<file path="src/rtl/conv_pkg.sv">
// Shared types and constants for the 3x3 convolution datapath.
// Define ROUND_QUANT_EN for round-to-nearest, saturating pixel quantisation.
package conv_pkg;

  localparam int PIX_W = 8;
  localparam int Q_W   = 4;
  localparam int WIN_N = 9;

  typedef logic [WIN_N-1:0][Q_W-1:0] win_t;

  typedef enum logic [1:0] {IDLE, FILL, STREAM, DONE} state_t;

  function automatic logic [Q_W-1:0] quantize(input logic [PIX_W-1:0] pix);
`ifdef ROUND_QUANT_EN
    logic [PIX_W:0] sum;
    // A carry out of the rounding add means the result would be 16, so clamp to 15
    sum = {1'b0, pix} + 9'd8;
    quantize = sum[PIX_W] ? {Q_W{1'b1}} : sum[PIX_W-1:PIX_W-Q_W];
`else
    quantize = pix[PIX_W-1:PIX_W-Q_W];
`endif
  endfunction

endpackage

</file>
<file path="src/rtl/conv_line_buffer.sv">
// One-row delay line: dout is the sample pushed DEPTH enables ago.
module conv_line_buffer import conv_pkg::*; #(
  parameter int DEPTH = 16
) (
  input  logic           clk,
  input  logic           rst_n,
  input  logic           en,
  input  logic [Q_W-1:0] din,
  output logic [Q_W-1:0] dout
);

  localparam int AW = (DEPTH > 1) ? $clog2(DEPTH) : 1;

  logic [Q_W-1:0] mem [DEPTH];
  logic [AW-1:0]  ptr;

  // Read-before-write at the same slot gives exactly DEPTH stages of delay
  assign dout = mem[ptr];

  always_ff @(posedge clk) begin
    if (en) mem[ptr] <= din;
  end

  always_ff @(posedge clk or negedge rst_n) begin
    if (!rst_n) ptr <= '0;
    else if (en) ptr <= (ptr == AW'(DEPTH-1)) ? '0 : ptr + AW'(1);
  end

endmodule

</file>
<file path="src/rtl/conv_window_feeder.sv">
// Streams raster pixels into 3x3 windows of quantised pixels for the convolution.
// Define ROUND_QUANT_EN (see conv_pkg) to select rounding quantisation.
module conv_window_feeder import conv_pkg::*; #(
  parameter int IMG_W = 16,
  parameter int IMG_H = 16
) (
  input  logic                        clk,
  input  logic                        rst_n,
  input  logic [PIX_W-1:0]            pix_in,
  input  logic                        pix_valid,
  input  logic                        sof,
  output logic                        pix_ready,
  output logic [WIN_N-1:0][Q_W-1:0]   win_out,
  output logic                        win_valid,
  input  logic                        win_ready
);

  localparam int CW = $clog2(IMG_W);
  localparam int RW = $clog2(IMG_H);

  state_t                 state, state_nxt;
  logic [CW-1:0]          col, cur_col;
  logic [RW-1:0]          row, cur_row;
  logic                   accept, frame_pix, load, last_col;
  logic [Q_W-1:0]         q, above1, above2;
  logic [2:0][Q_W-1:0]    newcol;
  logic [2:0][1:0][Q_W-1:0] sr;
  win_t                   win_nxt;

  assign pix_ready = (state != DONE) && (!win_valid || win_ready);
  assign accept    = pix_valid && pix_ready;
  // Pixels accepted in IDLE without sof are discarded and never enter the frame
  assign frame_pix = accept && (sof || state != IDLE);
  assign cur_col   = sof ? '0 : col;
  assign cur_row   = sof ? '0 : row;
  assign last_col  = (cur_col == CW'(IMG_W-1));
  assign load      = frame_pix && (cur_row >= RW'(2)) && (cur_col >= CW'(2));
  assign q         = quantize(pix_in);
  assign newcol    = {q, above1, above2};

  conv_line_buffer #(.DEPTH(IMG_W)) u_lb_r1 (
    .clk  (clk),
    .rst_n(rst_n),
    .en   (frame_pix),
    .din  (q),
    .dout (above1)
  );

  conv_line_buffer #(.DEPTH(IMG_W)) u_lb_r2 (
    .clk  (clk),
    .rst_n(rst_n),
    .en   (frame_pix),
    .din  (above1),
    .dout (above2)
  );

  // Window = two previously shifted columns plus the column arriving now
  always_comb begin
    win_nxt = '0;
    for (int i = 0; i < 3; i++) begin
      win_nxt[3*i]   = sr[i][0];
      win_nxt[3*i+1] = sr[i][1];
      win_nxt[3*i+2] = newcol[i];
    end
  end

  always_ff @(posedge clk or negedge rst_n) begin
    if (!rst_n) begin
      sr <= '0;
    end else if (frame_pix) begin
      for (int i = 0; i < 3; i++) begin
        sr[i][0] <= sr[i][1];
        sr[i][1] <= newcol[i];
      end
    end
  end

  always_ff @(posedge clk or negedge rst_n) begin
    if (!rst_n) begin
      col <= '0;
      row <= '0;
    end else if (frame_pix) begin
      col <= last_col ? '0 : cur_col + CW'(1);
      if (last_col) row <= (cur_row == RW'(IMG_H-1)) ? '0 : cur_row + RW'(1);
      else          row <= cur_row;
    end
  end

  always_ff @(posedge clk or negedge rst_n) begin
    if (!rst_n) begin
      win_out   <= '0;
      win_valid <= 1'b0;
    end else if (load) begin
      win_out   <= win_nxt;
      win_valid <= 1'b1;
    end else if (win_ready) begin
      win_valid <= 1'b0;
    end
  end

  always_ff @(posedge clk or negedge rst_n) begin
    if (!rst_n) state <= IDLE;
    else        state <= state_nxt;
  end

  always_comb begin
    state_nxt = state;
    case (state)
      IDLE: begin
        if (accept && sof) state_nxt = FILL;
      end
      FILL: begin
        if (frame_pix && (sof || (cur_row == RW'(2) && cur_col == '0)))
          state_nxt = sof ? FILL : STREAM;
      end
      STREAM: begin
        if (frame_pix && sof)
          state_nxt = FILL;
        else if (frame_pix && cur_row == RW'(IMG_H-1) && last_col)
          state_nxt = DONE;
      end
      DONE: begin
        if (!win_valid) state_nxt = IDLE;
      end
      default: state_nxt = IDLE;
    endcase
  end

endmodule

</file>
<file path="config.mk">
export PLATFORM = sky130hd
export DESIGN_NAME = conv_window_feeder
export DESIGN_NICKNAME = d
export VERILOG_FILES = /design/src/rtl/conv_pkg.sv /design/src/rtl/conv_line_buffer.sv /design/src/rtl/conv_window_feeder.sv
export SDC_FILE = /design/constraint.sdc
export NUM_CORES = 1
export LEC_CHECK = 0
export ABC_AREA = 0
export BUFFER_PORTS_ARGS = -buffer_cell sky130_fd_sc_hd__clkbuf_2
export CAP_MARGIN = 20
export CORE_MARGIN = 2
export CORE_UTILIZATION = 30
export DETAILED_ROUTE_END_ITERATION = 10
export SYNTH_ARGS = -nofsm -noshare
export SYNTH_HDL_FRONTEND = slang
export SYNTH_SLANG_ARGS = --single-unit
</file>
<file path="constraint.sdc">
create_clock -name clk -period 2.3 [get_ports clk]
set_input_delay 0.46 -clock clk [delete_from_list [all_inputs] [get_ports clk]]
set_output_delay 0.46 -clock clk [all_outputs]
set_load 0.05 [all_outputs]
</file>
==> results of run 1 <==
## per-layer routing
metal	GRT usage	vias to the layer above	part of all wire
met1	0.1481	2300	0.46
met4	0.02542	0	0.019
met2	0.1822	61	0.49
met3	0.02061	28	0.036
li1	-	2169	-
met5	0	-	0
## stage by stage
stage	area (um^2)	util	std cells	setup slack, ns
finish	10260	0.3664	1011	0.2155
global route	10260	0.3664	1011	0.07662
CTS	10260	0.3664	1011	0.1549
detailed placement	9480	0.3385	970	0.06531
global placement	9480	0.3385	970	0.09720
floorplan	8592	-	544	0.1182
## registers in the layout, summed over array words and instances, names as in the netlist
name / count
col: 4
win_valid: 1
row: 4
u_lb_r2.mem: 64
win_out: 36
sr: 24
u_lb_r1.mem: 64
u_lb_r2.ptr: 4
u_lb_r1.ptr: 4
state: 2
## where the power goes
part | switching, mW | internal, mW | total, mW
Combinational | 1.34 | 1.21 | 2.54
Clock | 1.41 | 2.24 | 3.65
Sequential | 0.297 | 4.71 | 5.00
## layout make-up
| class | instances | area (um^2) |
|---|---|---|
| clock buffers | 32 | 701.9 |
| repair buffers | 75 | 590.6 |
| clock inverters | 8 | 70.07 |
| multi-input cells | 298 | 2557 |
| flip-flops and latches | 207 | 5821 |
| well taps | 378 | 473.0 |
| inverters | 13 | 48.80 |
| fillers | 2702 | 17750 |
## tightest hold or removal path: stages
cell      delay (ns)
clkbuf_2        0.13
nand4_1         0.10
o31ai_1         0.07
## path summary, 6_finish.rpt
check | startpoint | end | depth (start not counted)
max | u_lb_r1.ptr[0] | u_lb_r2.mem[0][1] | 5
min reg2reg | sr[0] | sr[0] | 2
max in group asynchronous | rst_n | sr[8] | 3
min in group asynchronous | rst_n | row[0] | 2
min | pix_valid | state[1] | 3
max reg2reg | u_lb_r1.ptr[0] | u_lb_r2.mem[0][1] | 5
## synthesized netlist by cell type, types with 5 or more instances
library cell	number	area (um^2)
and3_1	8	50.05
dfrtp_1	79	1977
ha_1	13	162.7
nand2_1	79	296.5
nand2b_1	8	50.05
mux2_1	5	56.30
nor3_1	7	35.03
mux2_2	35	394.1
clkbuf_1	8	30.03
inv_1	12	45.04
nor2_1	18	67.56
mux2i_1	28	280.3
mux4_1	8	210.2
mux4_2	24	540.5
o21ai_0	13	65.06
edfxtp_1	128	3844
nand3_1	5	25.02
a21oi_1	5	25.02
and2_1	10	62.56
buf_2	10	50.05
## cells by family (layout without fill, tap and decap cells)
group	after synthesis	in the layout	synth area share
compound gates	30	30	0.02155
xor+xnor	3	3	0.003059
fa+ha+maj	13	13	0.01893
buf+inv	39	128	0.02490
flops	207	207	0.6774
mux	100	100	0.1724
simple gates	152	152	0.08169
==> metrics.yaml, run 1 <==
status:
  status: "completed"
timing:
  worstMarginPinSlew_ns: 0.7155
  finalMaxSlewViolations: 0
  slew_headroom: 0.5194
  period_needed_ns: 2.084
  rsz0062_at_grt: "no"
  fin_skew_ns: 0.01582
  finalSetupTns_ns: 0
  finalSetupViolations: 0
  max_freq_ghz: 0.4797
  min_period_over_period: 0.9063
  hold_slack_ns: 0.3153
  hold_viol: 0
place:
  port_buffers: 46
  place_congestion: 0.7179
  dp_hpwl_um: 10590
cts:
  numCtsBuffers: 22
  cts_tree: "done"
  root_buffer: "clkbuf_16"
  cts-htree-levels: 1
  insertion_delay_ns: 0.50
  path_clk_slew_ns: 0.06
  post_cts_buffers: 0
  holdBufCountCts: 1
  clock_sinks: 207
  clockBufferDepth: 3
  ctsResizeCount: 0
synth:
  async_reset_ff_frac: 0.3816
  yosysUniqueCellTypes: 43
  synth_area_um2: 8592
  syn_area_per_cell_um2: 15.79
  syn_nets: 570
  synth_warnings: 0
  ys_ff_latch: 207
  synth-edff-count: 128
  yosysSeqAreaShare: 0.6774
  ys.flop_type: "edfxtp_1"
  syn_inst: 544
critical_path:
  path_cells: "buf_12 -> mux4_1 -> mux2i_1 -> mux2i_1 -> buf_4"
  crit_slowest_cell: "mux4_1"
  crit_type: "flop to flop"
  max_stage_delay_ns: 0.59
  cp_common_cell: "mux2i_1"
  arrival_ns: 2.32
  start_kind: "flop"
  cp_max_fo: 20
  path_buf_inv: 2
  rrSetupSlack_ns: 0.22
  crit_family: "multiplexers"
  worst_ep_required_time_ns: 2.53
  end_kind: "flop"
global_routing:
  grt_usage: 0.1093
  antenna_found_initial: 0
  grt_pass1_vias: 4645
  overflow: 0
  grt_pass1_wl_um: 26190
  grt_max_degree: 48
drt:
  wl_per_cell_um: 15.83
  drt_iter0_markers: 285
  routed_via_density: 4.508
  routed-via-count: 4558
  routed_wl_um: 16010
  drc_errors: 0
  ant_nets: 0
  first_pass_iters: 4
floorplan:
  core_area_um2: 28010
  initial_utilization: 0.3067
  io_pins: 51
  num_rows: 61
  dieArea_um2: 30010
  die_w_um: 173.2
  die_y_um: 173.2
cells_and_area:
  diodes: 0
  layout_common_cells: "128 x edfxtp_1, 79 x nand2_1, 79 x dfrtp_1"
  area_growth_syn_to_layout_pct: 19.44
  fin_nets: 643
  final_common_cell: "edfxtp_1"
  drive_above_1_share: 0.2701
flow_run:
  drv_cap: 0
power_and_ir_drop:
  p_total_mw: 11.20
  p_per_area_nw_per_um2: 1091
  p_leak_nw: 4.215
  ir_drop_mv: 0.6471
worst_hold_path:
  holdCritPathClass: "primary input to flop"
Power figures use the tool's default switching activity.
==> run 2, diff against run 1 <==
- CORE_UTILIZATION: 30 -> 31
==> metrics.yaml, run 2 (synthesis gave the netlist of run 1 again) <==
critical_path:
  path_cells: "or3_1 -> nand4_1 -> nor3_1 -> and2_1"
  rrSetupSlack_ns: 0.20  # -0.02 ns
  crit_slowest_cell: "nor3_1"
  worst_ep_required_time_ns: 2.48  # -0.05 ns
  end_kind: "flop"
  max_stage_delay_ns: 0.59  # about the same
  start_kind: "flop"
  crit_type: "flop to flop"
  arrival_ns: 2.28  # -0.04 ns
  cp_max_fo: 8  # -60%
  reg2reg_depth: 4  # -1
drt:
  first_pass_iters: 4  # unchanged
  drt_iter0_markers: 330  # +16%
  drc_errors: 0  # unchanged
  wl_per_cell_um: 16.62  # +4.9%
  routed_via_density: 4.632  # +2.7%
  ant_nets: 0  # unchanged
  routed_wl_um: 16650  # +4.0%
  routed-via-count: 4641  # +1.8%
cells_and_area:
  area_growth_syn_to_layout_pct: 18.22
  fin_nets: 640  # -0.47%
  layout_common_cells: "128 x edfxtp_1, 79 x nand2_1, 79 x dfrtp_1"
  diodes: 0  # unchanged
  final_common_cell: "edfxtp_1"
  top_regs: "u_lb_r1.mem: 64 flops, u_lb_r2.mem: 64 flops, win_out: 36 flops"
  fin_area_um2: 10160  # -1.0%
  drive_above_1_share: 0.2619  # -0.008237
global_routing:
  grt_pass1_vias: 4920  # +5.9%
  grt_max_degree: 38  # -21%
  grt_pass1_wl_um: 26840  # +2.5%
  grt_usage: 0.1175  # +0.008255
  overflow: 0  # unchanged
  antenna_found_initial: 0  # unchanged
floorplan:
  core_area_um2: 27100  # -3.2%
  dieArea_um2: 29060  # -3.2%
  io_pins: 51  # unchanged
  die_w_um: 170.5  # -1.6%
  die_y_um: 170.5  # -1.6%
  num_rows: 60  # -1.6%
  initial_utilization: 0.3170  # +0.01030
power_and_ir_drop:
  ir_drop_mv: 0.6447  # -0.37%
  p_int_mw: 7.953  # -2.4%
  p_per_area_nw_per_um2: 1086  # -0.50%
  clock_power_share: 0.313  # -0.013
  p_total_mw: 11.03  # -1.5%
  switching_share: 0.2789  # +0.006460
  switching_power_mw: 3.076  # +0.82%
  comb_power_share: 0.235  # +0.008
  p_leak_nw: 4.157  # -1.4%
  p_seq_frac: 0.452  # +0.005
timing:
  worstMarginPinSlew_ns: 0.6988  # -0.01668 ns
  hold_viol: 0  # unchanged
  finalMaxSlewViolations: 0  # unchanged
  slew_headroom: 0.5306  # +0.01121
  period_needed_ns: 2.104  # +0.01958 ns
  fin_skew_ns: 0.01381  # -0.002011 ns
  rsz0062_at_grt: "no"
  max_freq_ghz: 0.4753  # -0.93%
  finalSetupViolations: 0  # unchanged
  min_period_over_period: 0.9148  # +0.008514
worst_hold_path:
  hold_path_depth: 3  # unchanged
  holdCritPathClass: "primary input to flop"
cts:
  cts-htree-levels: 1  # unchanged
  insertion_delay_ns: 0.50  # about the same
  path_clk_slew_ns: 0.07  # about the same
  clockBufferDepth: 3  # unchanged
  numCtsBuffers: 22  # unchanged
  cts_tree: "done"
  ctsResizeCount: 0  # unchanged
  root_buffer: "clkbuf_16"
  clock_sinks: 207  # unchanged
place:
  place_congestion: 0.7930  # +10%
  port_buffers: 46  # unchanged
  dpl_cell_area_um2: 9438  # -0.45%
  dp_hpwl_um: 11230  # +6.0%
status:
  status: "completed"
flow_run:
  drv_cap: 0  # unchanged
[run 2: worst max-delay path: cells and delay by family, from the launching register on]
kind / cells / cell delay, ns
AND/OR/NAND/NOR: 4 / 1.31
flip-flops: 1 / 0.47
[run 2: cell type report]
cell class / count / area (um^2)
inverters: 13 / 48.80
well taps: 372 / 465.4
clock buffers: 26 / 586.8
fillers: 2532 / 16940
clock inverters: 14 / 122.6
flip-flops and latches: 207 / 5821
multi-input cells: 298 / 2557
repair buffers: 72 / 555.5
[run 2: through the flow]
step | setup TNS (ns) | instances | utilization | hold WS (ns) | setup slack (ns)
after floorplan | 0 | 544 | - | 0.1644 | 0.1182
after global placement | 0 | 961 | 0.3482 | 0.3776 | 0.06983
after detailed placement | -0.02627 | 961 | 0.3482 | 0.3843 | -0.006620
after CTS | 0 | 1002 | 0.3748 | 0.2958 | 0.1751
after global routing | 0 | 1002 | 0.3748 | 0.3644 | 0.05440
final | 0 | 1002 | 0.3748 | 0.3137 | 0.1959
[run 2: routing by layer]
layer | global-route usage | routed length [um] | vias to the layer above
met2 | 0.2116 | 8583 | 88
li1 | - | - | 2158
met4 | 0.02118 | 228 | 0
met1 | 0.1482 | 7197 | 2373
met5 | 0 | 0 | -
met3 | 0.02256 | 639 | 22
[run 2: what timing repair did]
action	in CTS	in global routing
buffers inserted	0	0
hold endpoints to repair	20	0
hold buffers	1	0
[run 2: path summary, 6_finish.rpt]
kind	start	endpoint
max in group asynchronous	rst_n	win_out[26]
setup reg to reg	state[0]	u_lb_r2.mem[5][3]
hold / removal	pix_valid	state[1]
hold reg to reg	sr[1]	sr[1]
setup / recovery	state[0]	u_lb_r2.mem[5][3]
min in group asynchronous	rst_n	row[1]
[run 2: power by group through the flow]
stage | clock (mW) | sequential (mW) | combinational [mW]
after floorplan | 0 | 4.91 | 1.71
after detailed placement | 0 | 5.06 | 2.64
after global placement | 0 | 5.03 | 2.56
after CTS | 3.53 | 4.99 | 2.65
after global routing | 3.69 | 5.04 | 2.85
final | 3.45 | 4.99 | 2.59
